--- src/rtl/idli_pkg.sv ---
// Shared types and helpers for the IDLI instruction-word nibble encoder.
// The package is imported by the encoder top and by its skid-buffer sub-module.
package idli_pkg;

  localparam int ENC_NIBS = 4;
  localparam int NIB_W    = 4;
  localparam int WORD_W   = NIB_W * ENC_NIBS;

  typedef logic [NIB_W-1:0]  nib_t;
  typedef logic [WORD_W-1:0] word_t;
  typedef logic [1:0]        nib_idx_t;

  typedef enum logic [2:0] {
    ST_IDLE = 3'd0,
    ST_N0   = 3'd1,
    ST_N1   = 3'd2,
    ST_N2   = 3'd3,
    ST_N3   = 3'd4
  } state_t;

  // Nibble position presented while in a given state; IDLE maps to 0 and is masked by the caller.
  function automatic nib_idx_t state_idx(input state_t s);
    nib_idx_t idx;
    idx = 2'd0;
    case (s)
      ST_N1:   idx = 2'd1;
      ST_N2:   idx = 2'd2;
      ST_N3:   idx = 2'd3;
      default: idx = 2'd0;
    endcase
    return idx;
  endfunction

  function automatic state_t state_adv(input state_t s);
    state_t nxt;
    nxt = s;
    case (s)
      ST_N0:   nxt = ST_N1;
      ST_N1:   nxt = ST_N2;
      ST_N2:   nxt = ST_N3;
      default: nxt = s;
    endcase
    return nxt;
  endfunction

endpackage

--- src/rtl/idli_enc_skid_m.sv ---
// One-entry skid buffer holding a single instruction word for the encoder.
// Push and pop are never asserted together by the encoder; push takes priority if they are.
import idli_pkg::*;

module idli_enc_skid_m (
  input  logic  clk,
  input  logic  rst_n,
  input  logic  i_push,
  input  word_t i_push_data,
  input  logic  i_pop,
  output logic  o_full,
  output word_t o_data
);

  logic  full_q, full_d;
  word_t data_q, data_d;

  always_comb begin
    full_d = full_q;
    data_d = data_q;
    if (i_pop) begin
      full_d = 1'b0;
    end
    if (i_push) begin
      full_d = 1'b1;
      data_d = i_push_data;
    end
  end

  always_ff @(posedge clk or negedge rst_n) begin
    if (!rst_n) begin
      full_q <= 1'b0;
      data_q <= '0;
    end else begin
      full_q <= full_d;
      data_q <= data_d;
    end
  end

  assign o_full = full_q;
  assign o_data = data_q;

endmodule

--- src/rtl/idli_encode_m.sv ---
// Serialises 16-bit instruction words into four nibbles, low nibble first.
// Optional macro IDLI_ENC_SKID_EN adds a one-entry skid buffer so ready is a pure register output.
import idli_pkg::*;

module idli_encode_m (
  input  logic        i_enc_gck,
  input  logic        i_enc_rst_n,
  input  logic [15:0] i_enc_data,
  input  logic        i_enc_data_vld,
  output logic        o_enc_data_rdy,
  output logic [3:0]  o_enc_nib,
  output logic        o_enc_nib_vld,
  output logic        o_enc_nib_last,
  input  logic        i_enc_stall
);

  state_t state_q, state_d;
  word_t  word_q, word_d;

  logic   nib_vld;
  logic   advance;
  logic   n3_exit;
  logic   accept;
  logic   next_avail;
  word_t  next_word;
  nib_t   nib_arr [ENC_NIBS];

  genvar gi;
  generate
    for (gi = 0; gi < ENC_NIBS; gi++) begin : g_nib
      assign nib_arr[gi] = word_q[gi*NIB_W +: NIB_W];
    end
  endgenerate

  always_comb begin
    nib_vld = (state_q != ST_IDLE);
    advance = nib_vld & ~i_enc_stall;
    n3_exit = (state_q == ST_N3) & advance;
  end

`ifdef IDLI_ENC_SKID_EN
  logic  skid_full;
  logic  skid_push;
  logic  skid_pop;
  word_t skid_data;

  idli_enc_skid_m u_skid (
    .clk         (i_enc_gck),
    .rst_n       (i_enc_rst_n),
    .i_push      (skid_push),
    .i_push_data (i_enc_data),
    .i_pop       (skid_pop),
    .o_full      (skid_full),
    .o_data      (skid_data)
  );

  // A word arriving exactly on the N3 exit with the buffer empty bypasses it so the stream stays contiguous.
  always_comb begin
    o_enc_data_rdy = ~skid_full;
    accept         = i_enc_data_vld & ~skid_full;
    skid_push      = accept & (state_q != ST_IDLE) & ~n3_exit;
    skid_pop       = n3_exit & skid_full;
    next_avail     = skid_full | accept;
    next_word      = skid_full ? skid_data : i_enc_data;
  end
`else
  always_comb begin
    o_enc_data_rdy = (state_q == ST_IDLE) | ((state_q == ST_N3) & ~i_enc_stall);
    accept         = i_enc_data_vld & o_enc_data_rdy;
    next_avail     = accept;
    next_word      = i_enc_data;
  end
`endif

  always_comb begin
    state_d = state_q;
    word_d  = word_q;
    case (state_q)
      ST_IDLE: begin
        if (next_avail) begin
          state_d = ST_N0;
          word_d  = next_word;
        end
      end
      ST_N0, ST_N1, ST_N2: begin
        if (advance) begin
          state_d = state_adv(state_q);
        end
      end
      ST_N3: begin
        if (advance) begin
          if (next_avail) begin
            state_d = ST_N0;
            word_d  = next_word;
          end else begin
            state_d = ST_IDLE;
          end
        end
      end
      default: state_d = ST_IDLE;
    endcase
  end

  always_ff @(posedge i_enc_gck or negedge i_enc_rst_n) begin
    if (!i_enc_rst_n) begin
      state_q <= ST_IDLE;
      word_q  <= '0;
    end else begin
      state_q <= state_d;
      word_q  <= word_d;
    end
  end

  // Outputs decode straight from the state register so reset clears them without waiting for a clock.
  always_comb begin
    o_enc_nib_vld  = nib_vld;
    o_enc_nib_last = (state_q == ST_N3);
    o_enc_nib      = nib_vld ? nib_arr[state_idx(state_q)] : 4'h0;
  end

endmodule

--- config.mk ---
export PLATFORM = sky130hd
export DESIGN_NAME = idli_encode_m
export DESIGN_NICKNAME = d
export VERILOG_FILES = /design/src/rtl/idli_pkg.sv /design/src/rtl/idli_enc_skid_m.sv /design/src/rtl/idli_encode_m.sv
export SDC_FILE = /design/constraint.sdc
export NUM_CORES = 1
export LEC_CHECK = 0
export ABC_AREA = 1
export BUFFER_PORTS_ARGS = -buffer_cell sky130_fd_sc_hd__buf_4
export CELL_PAD_IN_SITES_DETAIL_PLACEMENT = 0
export CELL_PAD_IN_SITES_GLOBAL_PLACEMENT = 1
export CORE_MARGIN = 5
export CORE_UTILIZATION = 35
export CTS_CLUSTER_SIZE = 12
export DETAILED_ROUTE_END_ITERATION = 12
export HOLD_SLACK_MARGIN = 0.1
export PLACE_DENSITY_LB_ADDON = 0.1
export SETUP_SLACK_MARGIN = 0.5
export SYNTH_ARGS = -nofsm -noshare
export SYNTH_HDL_FRONTEND = slang
export SYNTH_SLANG_ARGS = --single-unit
--- constraint.sdc ---
create_clock -name i_enc_gck -period 1.6 [get_ports i_enc_gck]
set_input_delay 0 -clock i_enc_gck [delete_from_list [all_inputs] [get_ports i_enc_gck]]
set_output_delay 0 -clock i_enc_gck [all_outputs]
set_load 0.005 [all_outputs]
==> summary.log <==
[synthesis] number of cells produced by synthesis 126
[finish] antenna diode count 0
[timing] final setup violation count 0
[timing] setup clock skew after layout 0.00182 ns
[global_routing] wire length of the first global-routing pass 4440 um
[detailed_routing] drc violations 0
[cts] buffer depth of the longest clock path 2
[detailed_routing] number of iterations in the first detailed-routing pass 4
[timing] worst max-slew margin expressed relative to the limit 83.0%
[place] placed wire-length estimate after detailed placement 1770 um
[detailed_routing] routed vias 996
[cts] register clock-pin slew on the reported worst setup and hold paths 0.11 ns
[die] Vert. Die Dim 64.8 um
[finish] area grow syn2layout 75.5%
[cts] level count of the clock H-tree 1
[critical_path] Critical Path Fanout Max 9
[cts] clk_lat worst skew 0.30 ns
[cts] CTS tree yes
[finish] Nets 203
[detailed_routing] post-detailed-route wirelength per cell 12.7 um
[timing] final number of max-transition violations 0
[critical_path] capturing element type of the critical path output port
[timing] hold slack 0.115 ns
[place] count of port buffers added during placement 26
[place] final weighted congestion in routability-driven placement 0.726
[run_status] run status finished, final reports clean
[global_routing] maximum number of pins on one net before global-route repair 20
[global_routing] GRT Total Usage 13.3%
[critical_path] worst setup path class reg2out
[min_path] class of the tightest hold or removal check in2reg
[power_and_ir_drop] cell area power density 1880 nW/um^2
[die] full die area 4200 um^2
[critical_path] crit start category flip-flop
[timing] smallest setup slack after layout 0.0512 ns
[global_routing] remaining global-route overflow 0
[critical_path] CP arrival 1.55 ns
[timing] portion of the clock cycle consumed by the worst path in the final layout 96.8%
[global_routing] number of antenna violations at the first check in global routing 0
[detailed_routing] routed via count divided by cell count 4.68
[synthesis] synthesis-stage register bit count 19
[die] area inside the core boundary 2830 um^2
[synthesis] Netlist Area Pre-Place 1050 um^2
[synthesis] Yosys Warn Count 0
[detailed_routing] Total Routed Length 2700 um
[cts] TritonCTS Buffers 3
[timing] Final Hold Viols 0
[detailed_routing] number of violations reported at the end of detailed-routing iteration 0 32
[die] die boundary width 64.8 um
[timing] time the final worst path needs with I/O delays and setup 1.55 ns
[synthesis] number of nets produced by synthesis 146
[cts] CTS Root Cell sky130_fd_sc_hd__clkbuf_4
[critical_path] data required time at the worst endpoint 1.60 ns
[power_and_ir_drop] worst vdd rail ir drop 0.947 mV
[cts] clock sink total 19
[synthesis] count of cell types in the netlist 19
[finish] leading cell type in the layout, fill and taps excluded sky130_fd_sc_hd__buf_4
[timing] maximum clock frequency 646 MHz
[global_routing] number of global-route vias before repair 965
[power_and_ir_drop] Leak 0.869 nW
[timing] transition time at the pin with the least slew margin 0.254 ns
[run] Max-cap violations 0
[synthesis] post-synthesis average cell area 8.34 um^2
[die] placement row count 19
[synthesis] part of the Yosys area used for sequential elements 45.2%
[finish] highest-count cells in the layout ignoring fill and taps sky130_fd_sc_hd__buf_4, sky130_fd_sc_hd__dlygate4sd3_1, sky130_fd_sc_hd__inv_1, sky130_fd_sc_hd__nor2_4
[timing] RSZ-0062 raised after global routing yes
[place] worst-case setup slack after placement 0.185 ns
[die] starting density of the core 37.2%
[detailed_routing] final antenna-violating net count 0
[finish] number of fill cells 230
[die] I/O pin cnt 27
[finish] share of cells above drive strength 1 54.9%
critical path, stage by stage, from the launching register on:
cell                      delay, ns
sky130_fd_sc_hd__dfrtp_2       0.48
sky130_fd_sc_hd__nor2_4        0.17
sky130_fd_sc_hd__nand2_4       0.11
sky130_fd_sc_hd__nand2_2       0.11
sky130_fd_sc_hd__nand3_1       0.10
sky130_fd_sc_hd__a21oi_2       0.14
sky130_fd_sc_hd__buf_4         0.12
per-layer routing:
layer / GRT usage, % / part of all wire [%]
met1: 18.3 / 48
met2: 20.6 / 46
met3: 2.76 / 4.8
met4: 4.75 / 1.6
met5: 0 / 0
cell families after synthesis:
group	share of synthesized area, %
and+or+nand+nor	29.0
buffers and inverters	10.5
AOI/OAI and AO/OA	9.52
DFF	45.2
muxes	5.71
flip-flops by register name (all words and copies together) (netlist names):
| name | flops |
|---|---|
| word_q | 16 |
| state_q | 3 |
cells in the mapped netlist (all sizes together):
library cell,instances,area share (%)
nor2,19,9.4
inv,20,7.1
mux2,4,5.7
nand2,23,9.6
buf,4,3.3
nand3b,4,2.9
nand3,13,7.1
dfrtp,19,45
o21ai,4,1.9
a21oi,16,7.6
final timing paths:
check | end | slack (ns) | from | depth (start not counted)
max reg2reg | word_q[8] | 0.09 | state_q[1] | 5
min in group asynchronous | word_q[3] | 0.63 | i_enc_rst_n | 3
max in group asynchronous | state_q[2] | 0.74 | i_enc_rst_n | 3
min | state_q[0] | 0.12 | i_enc_data_vld | 5
min reg2reg | word_q[8] | 0.52 | word_q[8] | 1
max | o_enc_nib[1] | 0.05 | state_q[1] | 6
where the power goes:
group          internal, mW  switching (mW)
clock                0.0931           0.158
sequential            0.720           0.173
combinational          1.18            1.15
total                  1.99            1.48
timing repair:
item,4_1_cts,5_1_grt
hold buffers,19,0
setup endpoints to repair,26,26
gates resized for setup,19,43
hold endpoints to repair,38,0
gates cloned,1,1
pin swaps,5,4
buffers inserted,6,1
cell type report:
class	count	area (um^2)	share of cell area, %
flip-flops and latches	19	479	26.0
repair buffers	55	531	28.8
inverters	20	75.1	4.07
multi-input cells	84	693	37.6
well taps	31	38.8	2.10
clock inverters	1	5.00	0.271
clock buffers	3	22.5	1.22
metrics by stage:
step | total power, mW | instance area (um^2) | cells | TNS [ns] | utilization [%]
floorplan | 2.01 | 1090 | 126 | 0 | -
global placement | 2.48 | 1310 | 181 | 0 | 46.3
detailed placement | 2.50 | 1310 | 181 | 0 | 46.3
CTS | 3.16 | 1660 | 211 | 0 | 58.6
global route | 3.74 | 1840 | 213 | -0.137 | 65.2
finish | 3.48 | 1840 | 213 | 0 | 65.2
(Power assumes the default switching activity.)
